**config.mk**
```make
export PLATFORM = sky130hd
export DESIGN_NAME = seg_display_ctrl
export DESIGN_NICKNAME = d
export VERILOG_FILES = /design/src/rtl/seg_display_ctrl.sv
export SDC_FILE = /design/constraint.sdc
export NUM_CORES = 1
export LEC_CHECK = 0
export ABC_AREA = 1
export BUFFER_PORTS_ARGS = -buffer_cell sky130_fd_sc_hd__buf_2
export CAP_MARGIN = 20
export CORE_AREA = 2 2 149 151
export DETAILED_ROUTE_END_ITERATION = 8
export DIE_AREA = 0 0 151 153
export PLACE_DENSITY = 0.58
export RECOVER_POWER = 25
export SYNTH_ARGS = -nofsm -noshare
export SYNTH_HDL_FRONTEND = slang
export SYNTH_SLANG_ARGS = --single-unit
```
**constraint.sdc**
```tcl
create_clock -name clk -period 2.46 [get_ports clk]
set_input_delay 0.369 -clock clk [delete_from_list [all_inputs] [get_ports clk]]
set_output_delay 0.369 -clock clk [all_outputs]
set_load 0.1 [all_outputs]
```
**src/rtl/seg_display_ctrl.sv**
```systemverilog
// seg_display_ctrl: multi-digit active-low 7-segment controller.
// Captures a binary value on load and renders it as hex (single cycle) or
// unsigned decimal (sequential double-dabble), with leading-zero blanking,
// overflow dashes and a free-running blink mask on the registered output.
module seg_display_ctrl #(
   parameter int unsigned DIGITS    = 4,
   parameter int unsigned DATA_W    = 16,
   parameter int unsigned BLINK_DIV = 25_000_000
) (
   input  logic                  clk,
   input  logic                  reset_n,
   input  logic                  load,
   input  logic [DATA_W-1:0]     value,
   input  logic                  dec_mode,
   input  logic                  blank_lz,
   input  logic                  blink_en,
   output logic                  busy,
   output logic                  valid,
   output logic [7*DIGITS-1:0]   hex_out
);

   // Number of decimal digits needed to hold 2^w - 1.
   function automatic int unsigned f_dec_digits(input int unsigned w);
      longint unsigned m;
      int unsigned     d;
      m = (longint'(1) << w) - 1;
      d = 1;
      while (m >= 10) begin
         m = m / 10;
         d = d + 1;
      end
      return d;
   endfunction

   localparam int unsigned BCD_D = f_dec_digits(DATA_W);
   localparam int unsigned NW    = 4 * DIGITS;
   localparam int unsigned HW    = (DATA_W > NW) ? DATA_W : NW;
   localparam int unsigned BW    = (4 * BCD_D > NW) ? 4 * BCD_D : NW;
   localparam int unsigned DDW   = 4 * BCD_D + DATA_W;
   localparam int unsigned IW    = $clog2(DATA_W);
   localparam int unsigned CW    = $clog2(BLINK_DIV + 1);

   typedef enum logic [1:0] {
      IDLE = 2'd0,
      CONV = 2'd1,
      EMIT = 2'd2
   } state_t;

   // Active-low glyph for one nibble, segment order {g,f,e,d,c,b,a}.
   function automatic logic [6:0] f_glyph(input logic [3:0] nib);
      logic [6:0] g;
      case (nib)
         4'h0: g = 7'h40;
         4'h1: g = 7'h79;
         4'h2: g = 7'h24;
         4'h3: g = 7'h30;
         4'h4: g = 7'h19;
         4'h5: g = 7'h12;
         4'h6: g = 7'h02;
         4'h7: g = 7'h78;
         4'h8: g = 7'h00;
         4'h9: g = 7'h18;
         4'hA: g = 7'h08;
         4'hB: g = 7'h03;
         4'hC: g = 7'h27;
         4'hD: g = 7'h21;
         4'hE: g = 7'h06;
         default: g = 7'h0E;
      endcase
      return g;
   endfunction

   // Full display image from a digit vector; overflow forces dashes and
   // suppresses blanking, digit 0 is never blanked.
   function automatic logic [7*DIGITS-1:0] f_render(
      input logic [NW-1:0] nibs,
      input logic          ovf,
      input logic          blz
   );
      logic [7*DIGITS-1:0] img;
      logic                lead;
      logic [3:0]          nib;
      int unsigned         idx;
      img  = '1;
      lead = 1'b1;
      for (int unsigned k = DIGITS; k > 0; k--) begin
         idx = k - 1;
         nib = nibs[4*idx +: 4];
         if (ovf) begin
            img[7*idx +: 7] = 7'h3F;
         end else if (blz && lead && (nib == 4'h0) && (idx != 0)) begin
            img[7*idx +: 7] = 7'h7F;
         end else begin
            img[7*idx +: 7] = f_glyph(nib);
            lead            = 1'b0;
         end
      end
      return img;
   endfunction

   state_t               r_state;
   state_t               w_state_next;
   logic [DDW-1:0]       r_dd;        // {bcd digits, binary shift register}
   logic [DDW-1:0]       w_dd_adj;
   logic [IW-1:0]        r_iter;
   logic                 r_blz;
   logic [7*DIGITS-1:0]  r_img;
   logic                 r_hex_pend;
   logic [CW-1:0]        r_blink_cnt;
   logic                 r_phase;

   logic [HW-1:0]        w_hex_pad;
   logic                 w_hex_ovf;
   logic [BW-1:0]        w_bcd_pad;
   logic                 w_dec_ovf;
   logic [7*DIGITS-1:0]  w_dec_img;
   logic [7*DIGITS-1:0]  w_show;

   assign busy      = (r_state != IDLE);

   assign w_hex_pad = HW'(value);
   assign w_hex_ovf = |(w_hex_pad >> NW);
   assign w_bcd_pad = BW'(r_dd[DDW-1:DATA_W]);
   assign w_dec_ovf = |(w_bcd_pad >> NW);
   assign w_dec_img = f_render(w_bcd_pad[NW-1:0], w_dec_ovf, r_blz);
   // The decimal image goes straight to the output stage on the EMIT edge,
   // so it is not delayed behind r_img.
   assign w_show    = (r_state == EMIT) ? w_dec_img : r_img;

   // Double-dabble adjust: add 3 to every BCD digit of 5 or more.
   always_comb begin
      w_dd_adj = r_dd;
      for (int unsigned i = 0; i < BCD_D; i++) begin
         if (r_dd[DATA_W + 4*i +: 4] >= 4'd5) begin
            w_dd_adj[DATA_W + 4*i +: 4] = r_dd[DATA_W + 4*i +: 4] + 4'd3;
         end
      end
   end

   // FSM state register.
   always_ff @(posedge clk) begin
      if (!reset_n) begin
         r_state <= IDLE;
      end else begin
         r_state <= w_state_next;
      end
   end

   // FSM next-state: decimal loads run DATA_W iterations then one EMIT cycle.
   always_comb begin
      w_state_next = r_state;
      case (r_state)
         IDLE: begin
            if (load && dec_mode) begin
               w_state_next = CONV;
            end
         end
         CONV: begin
            if (r_iter == IW'(DATA_W - 1)) begin
               w_state_next = EMIT;
            end
         end
         EMIT: w_state_next = IDLE;
         default: w_state_next = IDLE;
      endcase
   end

   // Capture, conversion datapath and stored image.
   always_ff @(posedge clk) begin
      if (!reset_n) begin
         r_dd       <= '0;
         r_iter     <= '0;
         r_blz      <= 1'b0;
         r_img      <= '1;
         r_hex_pend <= 1'b0;
      end else begin
         r_hex_pend <= 1'b0;
         case (r_state)
            IDLE: begin
               if (load) begin
                  if (dec_mode) begin
                     r_dd   <= {{(4*BCD_D){1'b0}}, value};
                     r_iter <= '0;
                     r_blz  <= blank_lz;
                  end else begin
                     r_img      <= f_render(w_hex_pad[NW-1:0], w_hex_ovf, blank_lz);
                     r_hex_pend <= 1'b1;
                  end
               end
            end
            CONV: begin
               r_dd   <= w_dd_adj << 1;
               r_iter <= r_iter + IW'(1);
            end
            EMIT: begin
               r_img <= w_dec_img;
            end
            default: ;
         endcase
      end
   end

   // Free-running blink divider; phase toggles on every wrap.
   always_ff @(posedge clk) begin
      if (!reset_n) begin
         r_blink_cnt <= '0;
         r_phase     <= 1'b0;
      end else if (r_blink_cnt == CW'(BLINK_DIV - 1)) begin
         r_blink_cnt <= '0;
         r_phase     <= ~r_phase;
      end else begin
         r_blink_cnt <= r_blink_cnt + CW'(1);
      end
   end

   // Registered output stage: blink mask over the current image, valid pulse.
   always_ff @(posedge clk) begin
      if (!reset_n) begin
         hex_out <= '1;
         valid   <= 1'b0;
      end else begin
         hex_out <= (blink_en && r_phase) ? '1 : w_show;
         valid   <= (r_state == EMIT) || r_hex_pend;
      end
   end

endmodule
```
Word level (Yosys, flattened, before mapping)
Memories as Yosys holds them, arrays and structs flattened. A register that Yosys moved wholly into a read port is not among the register bits.
Cells that the tools add are included.
{"block": "word_totals", "output_inout_bits": 30, "wordCells": 123, "in_bits": 22, "rom_bits": 896, "n_memories": 8, "register_bits": 127}
{"block": "classes", "magnitude_cmp": 5, "n_eq_ne": 9, "addsub": 7, "reduce_logical": 31, "bitwise": 2, "muxes": 51}
{"memory": "(name not given)", "words": 16, "word_bits": 7, "rd": 1, "rd_ports_with_merged_regs": 0, "write_ports": 0, "line": "52", "rtl": "case (nib)"}
{"memory": "(name not given)", "words": 16, "word_bits": 7, "rd": 1, "rd_ports_with_merged_regs": 0, "write_ports": 0, "line": "52"}
{"memory": "(name not given)", "words": 16, "word_bits": 7, "rd": 1, "rd_ports_with_merged_regs": 0, "write_ports": 0, "line": "52"}
{"memory": "(name not given)", "words": 16, "word_bits": 7, "rd": 1, "rd_ports_with_merged_regs": 0, "write_ports": 0, "line": "52"}
{"memory": "(name not given)", "words": 16, "word_bits": 7, "rd": 1, "rd_ports_with_merged_regs": 1, "write_ports": 0, "line": "52"}
{"memory": "(name not given)", "words": 16, "word_bits": 7, "rd": 1, "rd_ports_with_merged_regs": 1, "write_ports": 0, "line": "52"}
{"memory": "+2 memories"}
{"op": "$mux 28", "n": 3}
{"op": "$mux 36", "n": 2}
{"op": "$pmux 36 s2", "n": 1}
{"op": "$mux 7", "n": 10}
{"op": "$mux 4", "n": 14}
{"op": "$pmux 28 s2", "n": 1}
{"op": "$add 25x1->25 const B", "n": 1}
{"op": "$eq 25x25->1 const B", "n": 1}
{"op": "$logic_not 4->1", "n": 6}
{"op": "$ge 4x3->1 const B", "n": 5}
{"op": "$add 4x2->4 const B", "n": 4}
{"op": "$mux 1", "n": 15}
{"op": "$logic_and 1x1->1", "n": 12}
{"op": "$reduce_and 3->1", "n": 4}
{"op": "$ne 2x2->1 const B", "n": 5}
{"op": "$pmux 4 s2", "n": 1}
{"op": "$reduce_bool 2->1", "n": 3}
{"op": "$add 4x1->4 const B", "n": 1}
{"op": "$eq 4x4->1 const B", "n": 1}
{"op": "$mux 2", "n": 2}
{"op": "$pmux 2 s2", "n": 1}
{"op": "$reduce_or 2->1", "n": 2}
{"op": "$reduce_or 4->1", "n": 1}
{"op": "$add 3x2->3 const B", "n": 1}
{"op": "other kinds (7)", "n": 8}

Longest topological paths before layout
Gate-level depths: netlist (run 1).
{"block": "depth", "depth_word": 20, "depth_mapped": 16, "ltp_nobuf": 16}

Worst setup path after synthesis (run 1)
Ideal clock, no wire load.
{"block": "synth_timing", "kind": "flip-flop to flip-flop", "from": "reg r_dd[16]", "to": "reg with a tool-made name", "setup_slack_ns": 0.486, "stages_incl_launch_ff": 17, "n_path_buf": 0, "arrival_time_ns": 1.862, "t_required_ns": 2.348, "path_cell_list": "dfxtp_1 inv_1 ha_1 inv_1 nand2_1 nand3_1 nand2_1 nor2_1 nor2_1 nor2_1 inv_1 ha_1 inv_1 nand2_1 nand2_1 nand2_1 nand2_1"}
{"element": "start, declared", "line": "103", "rtl": "logic [DDW-1:0] r_dd;"}
{"element": "start signal, assigned", "line": "182", "rtl": "r_dd <= {{(4*BCD_D){1'b0}}, value};"}
{"element": "start signal, assigned", "line": "192", "rtl": "r_dd <= w_dd_adj << 1;"}

==> results.py, run 1 <==
metrics = {
    "routing": {
        "drt-vias-per-instance": 4.97,
        "wl_mm": 21.5,
        "firstDrtPassIters": 5,
        "drt_first_iter_violations": 443,
        "wl_per_cell_um": 13.6,
        "vias": 7882,
        "post-route-drc-count": 0,
        "ant_nets": 0,
    },
    "cts": {
        "cts_tree": "done",
        "cts_buffers": 17,
        "h-tree-depth": 4,
        "clk_latency_ns": 0.43,
        "clk_path_buf_depth": 2,
        "ctsRootBufferMaster": "clkbuf_16",
        "path_clk_slew_ns": 0.07,
        "holdBufCountCts": 0,
        "clock-sinks": 155,
    },
    "placed_design": {
        "dp_slack_ns": 0.206,
        "routabilityCongestion": 0.882,
        "port_buffers": 51,
        "place_hpwl_mm": 15.6,
    },
    "floorplan": {
        "initial_utilization_pct": 39.5,
        "die-area_um2": 23100,
        "fp.dieH_um": 153,
        "ios": 52,
        "core_area_um2": 21500,
        "rows": 54,
        "die_w_um": 151,
    },
    "sta": {
        "setup_ws_ns": 0.274,
        "worstMarginPinSlew_ns": 1.21,
        "hold_slack_ns": 0.128,
        "finalWorstPathRequiredPeriod_ns": 2.19,
        "fin_tns_setup_ns": 0,
        "rsz0062_at_grt": "no",
        "clock_skew_ns": 0.0146,
        "hold_violations": 0,
        "setup_violations": 0,
        "final_max_slew_viol_count": 0,
        "timing.final.crit_share_pct": 88.9,
        "fmax_ghz": 0.457,
        "slew_headroom_pct": 19.9,
    },
    "logic_synthesis": {
        "async_flop_share_pct": 0,
        "ys_ff_latch": 155,
        "synth_ff_type": "dfxtp_1",
        "synth_top_family_by_area": "simple AND/OR/NAND/NOR gates",
        "ys_top_cells_by_area": "dfxtp_1, nand2_1, nand3_1",
        "synthesis.nets": 1319,
        "synth_top_area_share_pct": 36.5,
        "synthSimpleGateAreaFrac_pct": 35.5,
        "synth_area_per_cell_um2": 6.83,
        "ys_warn_count": 0,
        "synth_fa_ha_area_share_pct": 7.96,
        "syn_area_um2": 8490,
        "synthMuxAreaShare_pct": 0,
        "yosysSeqAreaShare_pct": 36.5,
        "synth_area_leader_cell": "dfxtp_1",
        "synth_compound_area_share_pct": 11.1,
        "synth_cell_types": 46,
        "synth_edf_count": 0,
        "synth_xor_area_share_pct": 0.619,
        "syn_inst": 1243,
    },
    "global_routing": {
        "overflow": 0,
        "grt_start_max_net_pins": 53,
        "grt_pass1_vias": 7371,
        "track_usage_pct": 19.4,
        "grt_antenna_before_repair": 1,
        "grt_pass1_wl_mm": 36.2,
    },
    "critical_path": {
        "worst_path_most_repeated_cell": "nand2_1",
        "reg2reg_from": "r_dd[16]",
        "crit_family": "simple AND/OR/NAND/NOR gates",
        "cp.depth": 16,
        "end_kind": "flop",
        "path_cells": "inv_1 -> ha_1 -> inv_1 -> nand2_1 -> nand3_1 -> nand2_1 -> nor2_1 -> nor2_1 -> nor2_2 -> inv_1 -> ha_1 -> inv_1 -> nand2_1 -> nand2_1 -> nand2_1 -> nand2_1",
        "crit_arrival_ns": 2.50,
        "timing.critical_path.buf_inv": 4,
        "critPathKind": "flop to flop",
        "critPathRequiredTime_ns": 2.78,
        "start_kind": "flop",
        "critical-path-max-stage-delay_ns": 0.41,
        "rr_worst_depth": 16,
        "cp_max_fo": 6,
        "worst-r2r-setup-slack_ns": 0.27,
        "cp-startpoint": "r_dd[16]",
        "slowest_stage": "dfxtp_1",
    },
    "final_layout": {
        "syn_to_final_growth_pct": 13.1,
        "ff_latch_area_um2": 3100,
        "multi_input_area_um2": 4680,
        "num-fill-cells": 2273,
        "drive_gt1_share_pct": 10.1,
        "fin_nets": 1368,
        "final_cell_mix": "nand2_1, dfxtp_1, nand3_1, inv_1, o21ai_0",
        "final_common_cell": "nand2_1",
    },
    "outcome": {
        "outcome": "complete, no violations",
    },
    "power": {
        "p_leak_nw": 4.66,
        "power_density_nw_per_um2": 613,
        "irDropWorstVdd_uv": 415,
    },
    "worst_hold_path": {
        "min_from": "dec_mode",
        "min_path_type": "input port to flop",
    },
    "job": {
        "maxCapViolations": 0,
    },
}
==> worst reg2reg max path, stage by stage (launching register included) <==
cell and delay, ns:
dfxtp_1 0.41, inv_1 0.08, ha_1 0.22, inv_1 0.06, nand2_1 0.08, nand3_1 0.13
nand2_1 0.06, nor2_1 0.16, nor2_1 0.10, nor2_2 0.14, inv_1 0.10, ha_1 0.30
inv_1 0.05, nand2_1 0.06, nand2_1 0.05, nand2_1 0.06, nand2_1 0.05
==> routing by layer <==
metal	wire, µm	GRT usage [%]	share of wire, %	vias to the layer above
met2	9840	31.6	46	163
met5	0	0	0	-
li1	-	-	-	4126
met4	471	5.87	2.2	0
met1	10300	25.7	48	3567
met3	954	4.09	4.4	26
==> cells in the mapped netlist, types with 2 or more instances <==
cell type  instances
a21oi_1           37
a21oi_4            4
a31oi_1           16
buf_1              4
buf_2             18
buf_6              2
clkbuf_1          15
dfxtp_1          155
ha_1              54
inv_1            122
inv_2             10
inv_4              2
nand2_1          405
nand2_2           16
nand2_4            7
nand3_1          143
nand3b_1           3
nand4_1           19
nor2_1            72
nor2_2             3
nor2_4             2
nor3_1            10
o211ai_1           6
o21ai_0           77
o21ai_1            4
o21ai_2            2
o22ai_1            7
or2_2              5
xor2_1             6
==> kinds of logic (layout without fill, tap and decap cells) <==
group,count (synthesis),after routing
and+or+nand+nor,692,692
xor gates and xnor gates,6,6
buffers and inverters,174,236
DFF,155,155
AOI/OAI and AO/OA,162,162
other,0,2
adders and majority gates,54,54
==> report_power, final <==
group | internal (W) | leakage (nW) | switching, W
registers | 0.00259 | 1.26 | 0.0000374
logic | 0.000156 | 3.10 | 0.000459
clock network | 0.00147 | 0.296 | 0.00118
total | 0.00421 | 4.66 | 0.00168
==> area by class of cell <==
class	count	area share [%]
well taps	280	3.65
diodes	2	0.0521
inverters	134	5.29
multi-input cells	914	48.7
clock buffers	18	4.57
repair buffers	70	3.80
clock inverters	14	1.60
flip-flops and latches	155	32.3
==> worst min-delay path by stage <==
stage / to / slack (ns) / depth (start not counted)
floorplan: valid / 0.42 / 2
global placement: valid / 0.43 / 2
detailed placement: valid / 0.44 / 2
CTS: r_hex_pend / 0.11 / 2
global route: r_hex_pend / 0.12 / 2
finish: r_hex_pend / 0.13 / 2
==> metrics by stage <==
stage | power [W] | cells | cell area, µm² | utilization (%)
3_5_place_dp | 0.00330 | 1553 | 9040 | 42.1
2_1_floorplan | 0.00316 | 1243 | 8490 | -
3_3_place_gp | 0.00330 | 1553 | 9040 | 42.1
6_report | 0.00589 | 1587 | 9600 | 44.7
5_1_grt | 0.00614 | 1585 | 9600 | 44.7
4_1_cts | 0.00596 | 1585 | 9640 | 44.8
==> timing repair <==
action | CTS | global route
gates resized for setup | 0 | 1
endpoints found under the setup margin | 0 | 1
setup buffers | 0 | 0
(Power assumes the default switching activity.)
==> run 2, diff against run 1 <==
GPL_TIMING_DRIVEN = 0   (was unset)
==> run 2 against run 1 <==
Flip-flop and latch count unchanged; critical path depth unchanged; worst hold slack improved by 0.035 ns.
==> results.py, run 2 (synthesis results as in run 1) <==
metrics = {
    "routing": {
        "wl_per_cell_um": 14.5,
        "wl_mm": 23.2,
        "post-route-drc-count": 0,
        "firstDrtPassIters": 5,
        "drt-vias-per-instance": 5.05,
        "ant_nets": 0,
        "vias": 8068,
        "drt_first_iter_violations": 525,
    },
    "final_layout": {
        "fin_nets": 1382,
        "final_cell_mix": "nand2_1, dfxtp_1, nand3_1, inv_1, o21ai_0",
        "syn_to_final_growth_pct": 13.3,
        "drive_gt1_share_pct": 9.78,
        "fin_area_um2": 9620,
        "fin_cells": 1599,
        "final_common_cell": "nand2_1",
        "antenna_cells": 0,
        "num-fill-cells": 2268,
    },
    "power": {
        "power_w": 0.00590,
        "power_density_nw_per_um2": 613,
        "irDropWorstVdd_uv": 455,
        "internal_power_w": 0.00412,
        "switchingPower_w": 0.00178,
        "combPwrFrac_pct": 10.9,
        "swShare_pct": 30.2,
        "p_leak_nw": 4.65,
        "seqPwrFrac_pct": 44.5,
        "p_clk_share_pct": 44.7,
    },
    "critical_path": {
        "start_kind": "flop",
        "end_kind": "flop",
        "reg2reg_from": "r_dd[17]",
        "crit_arrival_ns": 2.55,
        "critPathRequiredTime_ns": 2.79,
        "critPathKind": "flop to flop",
        "cp-startpoint": "r_dd[17]",
        "cp_max_fo": 4,
        "worst-r2r-setup-slack_ns": 0.24,
        "rr_worst_depth": 16,
    },
    "floorplan": {
        "fp.dieH_um": 153,
        "die_w_um": 151,
        "core_area_um2": 21500,
        "rows": 54,
        "die-area_um2": 23100,
        "ios": 52,
        "initial_utilization_pct": 39.5,
    },
    "sta": {
        "worstMarginPinSlew_ns": 1.20,
        "fmax_ghz": 0.451,
        "timing.final.crit_share_pct": 90.2,
        "finalWorstPathRequiredPeriod_ns": 2.22,
        "clock_skew_ns": 0.0127,
        "setup_violations": 0,
        "slew_headroom_pct": 20.4,
        "final_max_slew_viol_count": 0,
        "hold_violations": 0,
        "fin_tns_setup_ns": 0,
    },
    "placed_design": {
        "dp_cells": 1567,
        "port_buffers": 44,
        "place_hpwl_mm": 17.4,
        "placed_cell_area_um2": 9060,
        "routabilityCongestion": 0.937,
    },
    "job": {
        "maxCapViolations": 0,
    },
    "worst_hold_path": {
        "min_path_type": "input port to flop",
    },
    "outcome": {
        "outcome": "complete, no violations",
    },
    "global_routing": {
        "grt_pass1_wl_mm": 37.9,
        "grt_pass1_vias": 7347,
        "grt_start_max_net_pins": 19,
        "track_usage_pct": 20.7,
        "overflow": 0,
        "grt_antenna_before_repair": 0,
    },
    "cts": {
        "clock-sinks": 155,
        "ctsRootBufferMaster": "clkbuf_16",
        "clk_latency_ns": 0.44,
        "cts_tree": "done",
        "cts_buffers": 17,
        "postCtsResizedCells": 1,
        "cts_setup_buffers": 0,
        "clk_path_buf_depth": 2,
        "h-tree-depth": 4,
        "path_clk_slew_ns": 0.07,
        "holdBufCountCts": 0,
    },
}
-- run 2: cell count changes in the layout (fill, tap and decap cells not counted), sizes merged --
cell | previous run | this run
bufinv | 1 | 0
clkinvlp | 0 | 2
buf | 46 | 43
clkbuf | 42 | 58
clkinv | 6 | 4
inv | 141 | 143
diode | 2 | 0
-- run 2: per-layer routing --
layer | vias to the layer above | track usage (%) | part of all wire, %
met2 | 198 | 32.9 | 46
met3 | 19 | 3.94 | 5.3
met5 | - | 0 | 0
met4 | 0 | 5.16 | 0.93
met1 | 3692 | 28.9 | 48
li1 | 4159 | - | -
-- run 2: worst min-delay path by stage --
stage / to / slack, ns / from / cells after the start
2_1_floorplan: valid / 0.42 / r_hex_pend / 2
4_1_cts: r_hex_pend / 0.16 / dec_mode / 2
3_5_place_dp: hex_out[19] / 0.45 / r_img[19] / 2
5_1_grt: r_hex_pend / 0.17 / dec_mode / 2
3_3_place_gp: r_iter[3] / 0.45 / r_iter[3] / 1
6_report: r_hex_pend / 0.16 / dec_mode / 2
-- run 2: stage by stage --
| stage | utilization (%) | hold WS (ns) | worst slack, ns |
|---|---|---|---|
| detailed placement | 42.2 | 0.454 | 0.0223 |
| finish | 44.8 | 0.164 | 0.241 |
| floorplan | - | 0.416 | 0.486 |
| global route | 44.8 | 0.167 | -0.000211 |
| global placement | 42.2 | 0.452 | 0.0480 |
| CTS | 45.0 | 0.158 | 0.0706 |
-- run 2: layout make-up --
class,count,area (µm²),share of cell area [%]
Multi-Input combinational cell,914,4680,48.6
Sequential cell,155,3110,32.3
Inverter,134,508,5.28
Clock buffer,17,425,4.42
Tap cell,280,350,3.64
Buffer,40,198,2.05
Timing Repair Buffer,44,190,1.98
Clock inverter,15,169,1.76
-- run 2: worst max-delay path, cell delays in order, from the launching register on --
cell	delay, ns
dfxtp_1	0.37
inv_1	0.09
ha_1	0.20
inv_1	0.05
nand2_1	0.08
nand3_1	0.14
nand2_1	0.10
nor2_4	0.16
nor2_1	0.10
nor2_2	0.16
inv_1	0.10
ha_1	0.30
inv_1	0.05
nand2_1	0.06
nand2_1	0.05
nand2_1	0.06
nand2_1	0.04
-- run 2: power groups by stage --
| stage | clock network [W] | registers (W) | logic, W |
|---|---|---|---|
| finish | 0.00264 | 0.00262 | 0.000640 |
| floorplan | 0 | 0.00282 | 0.000339 |
| detailed placement | 0 | 0.00268 | 0.000641 |
| CTS | 0.00268 | 0.00262 | 0.000644 |
| global route | 0.00279 | 0.00263 | 0.000705 |
| global placement | 0 | 0.00268 | 0.000643 |
==> run 3, diff against run 2 <==
ABC_AREA = unset   (was 1)
CORE_AREA = 2 2 144 146   (was 2 2 149 151)
DIE_AREA = 0 0 146 148   (was 0 0 151 153)
==> run 3 against run 2 <==
Count of clock-buffer cells in the layout increased by 3; global-route usage decreased by 0.82 points; sequential share of layout area increased by 0.92 points; final area decreased by 2.4%; register-to-register slack got worse by 0.21 ns; sequential power about the same.
==> results.py, run 3 <==
metrics = {
    "logic_synthesis": {
        "syn_inst": 945,
        "ys_ff_latch": 155,
        "synthTopCellsByCount": "dfxtp_1, nor2_1, nand2_1",
        "synth_area_per_cell_um2": 8.41,
        "ys_top_cells_by_area": "dfxtp_1, ha_1, nor2_1",
        "synth_edf_count": 0,
        "ys_warn_count": 0,
        "yosysMostFrequentCell": "dfxtp_1",
        "synth_ff_type": "dfxtp_1",
        "yosysSeqAreaShare_pct": 39.1,
        "synth_cell_types": 74,
        "syn_area_um2": 7950,
        "synth_area_leader_cell": "dfxtp_1",
        "async_flop_share_pct": 0,
        "synthesis.nets": 1021,
        "synth_top_area_share_pct": 39.1,
    },
    "critical_path": {
        "critPathKind": "flop to flop",
        "critPathRequiredTime_ns": 2.81,
        "timing.critical_path.buf_inv": 2,
        "slowest_stage": "or4b_4",
        "worst_path_most_repeated_cell": "ha_2",
        "worst-r2r-setup-slack_ns": 0.03,
        "path_cells": "inv_1 -> ha_2 -> nand2b_1 -> or4b_4 -> a31oi_4 -> buf_4 -> ha_2 -> nor2_2 -> mux2_2 -> o2bb2ai_2",
        "crit_arrival_ns": 2.78,
        "start_kind": "flop",
        "cp_max_fo": 5,
        "crit_family": "simple AND/OR/NAND/NOR gates",
        "critical-path-max-stage-delay_ns": 0.51,
        "end_kind": "flop",
    },
    "final_layout": {
        "antenna_cells": 0,
        "fin_area_um2": 9390,
        "final_common_cell": "dfxtp_1",
        "final_cell_mix": "dfxtp_1, nor2_1, nand2_1, o21ai_0, clkbuf_1",
        "num-fill-cells": 2006,
        "drive_gt1_share_pct": 13.1,
        "syn_to_final_growth_pct": 18.2,
        "fin_nets": 1107,
    },
    "cts": {
        "clk_latency_ns": 0.43,
        "clock-sinks": 155,
        "cts_tree": "done",
        "ctsRootBufferMaster": "clkbuf_16",
        "h-tree-depth": 4,
        "holdBufCountCts": 0,
        "clk_path_buf_depth": 2,
        "cts_buffers": 17,
        "path_clk_slew_ns": 0.06,
    },
    "sta": {
        "final_max_slew_viol_count": 0,
        "fmax_ghz": 0.411,
        "fin_tns_setup_ns": 0,
        "slew_headroom_pct": 21.6,
        "setup_violations": 0,
        "clock_skew_ns": 0.00973,
        "worstMarginPinSlew_ns": 1.18,
        "finalWorstPathRequiredPeriod_ns": 2.43,
        "hold_slack_ns": 0.244,
        "timing.final.crit_share_pct": 98.8,
        "rsz0062_at_grt": "yes",
        "hold_violations": 0,
    },
    "global_routing": {
        "grt_start_max_net_pins": 17,
        "use_met2_pct": 33.3,
        "grt_busiest_layer": "met2",
        "grt_pass1_vias": 6560,
        "grt_antenna_before_repair": 0,
        "track_usage_pct": 19.9,
        "overflow": 0,
        "grt_pass1_wl_mm": 34.4,
        "use_met3_pct": 4.35,
        "use_met1_pct": 25.9,
    },
    "routing": {
        "wl_per_cell_um": 16.5,
        "drt_first_iter_violations": 603,
        "wl_mm": 21.7,
        "ant_nets": 0,
        "post-route-drc-count": 0,
        "firstDrtPassIters": 5,
        "drt-vias-per-instance": 5.41,
        "vias": 7103,
    },
    "placed_design": {
        "place_hpwl_mm": 15.6,
        "routabilityCongestion": 0.890,
        "port_buffers": 48,
        "placed_cell_area_um2": 8520,
    },
    "floorplan": {
        "fp.dieH_um": 148,
        "core_area_um2": 20000,
        "rows": 52,
        "die-area_um2": 21600,
        "ios": 52,
        "initial_utilization_pct": 39.6,
        "die_w_um": 146,
    },
    "worst_hold_path": {
        "min_path_type": "input port to flop",
    },
    "power": {
        "combPwrFrac_pct": 11.4,
        "irDropWorstVdd_uv": 434,
        "switchingPower_w": 0.00160,
        "power_density_nw_per_um2": 619,
        "internal_power_w": 0.00420,
        "p_clk_share_pct": 43.4,
        "swShare_pct": 27.6,
        "seqPwrFrac_pct": 45.2,
        "p_leak_nw": 3.74,
    },
    "job": {
        "maxCapViolations": 0,
    },
    "outcome": {
        "outcome": "complete, no violations",
    },
}
## run 3: cell types whose count changed in the layout (fill, tap and decap cells not counted), sizes merged, moves of 11 or more
| cell | delta |
|---|---|
| nand2 | -346 |
| nand3 | -119 |
| inv | -86 |
| o22ai | +34 |
| nor2 | +33 |
| clkbuf | +28 |
| buf | +17 |
| mux2i | +16 |
| a222oi | +15 |
| xor2 | +15 |
| nor2b | +11 |
## run 3: cell families (layout without fill, tap and decap cells)
logic type / count (synthesis) / after routing / share of synthesized area [%]
buffers and inverters: 112 / 211 / 5.91
AND/OR/NAND/NOR: 295 / 295 / 17.3
multiplexers: 19 / 19 / 2.58
AO/OA/AOI/OAI: 279 / 279 / 23.2
flip-flops: 155 / 155 / 39.1
XOR/XNOR: 31 / 31 / 3.42
adder cells (fa/ha/maj): 54 / 54 / 8.50
## run 3: timing repair
action,CTS,global route
resized for setup,23,31
setup buffers,9,13
setup endpoints to repair,23,49
pin swaps,6,11
## run 3: worst paths after layout
check / startpoint / cells after the start / endpoint
worst max-delay path: r_dd[24] / 10 / flop
worst min-delay path: blank_lz / 3 / r_blz
worst max register to register: r_dd[24] / 10 / flop
worst min register to register: r_img[25] / 2 / r_img[25]
## run 3: metal layers
layer  share of wire, %  routed length (µm)
met4                1.6                 346
met1                 47               10300
met2                 46               10000
met3                4.8                1050
met5                  0                   0
## run 3: cell type report
type	instances	area (µm²)	share of cell area [%]
inverters	53	199	2.12
flip-flops and latches	155	3120	33.2
multi-input cells	678	4530	48.2
repair buffers	70	365	3.89
clock inverters	12	114	1.21
plain buffers	56	283	3.01
well taps	270	338	3.60
clock buffers	20	447	4.76
## run 3: power by group through the flow
stage	clock, W	sequential [W]	combinational, W
floorplan	0	0.00282	0.000326
global placement	0	0.00268	0.000638
detailed placement	0	0.00268	0.000639
CTS	0.00256	0.00262	0.000654
global route	0.00268	0.00263	0.000714
finish	0.00252	0.00262	0.000660
## run 3: worst min-delay path, cell delays in order
cell	delay, ns
buf_2	0.11
mux2i_1	0.07
nor2_1	0.08
## run 3: stage by stage
step,setup WS [ns],instances,total power (W),utilization [%]
6_report,0.0289,1314,0.00581,46.8
5_1_grt,-0.0460,1314,0.00603,46.8
4_1_cts,-0.0295,1303,0.00584,46.1
3_5_place_dp,-0.460,1263,0.00332,42.5
3_3_place_gp,-0.419,1263,0.00332,42.5
2_1_floorplan,0.102,945,0.00315,-
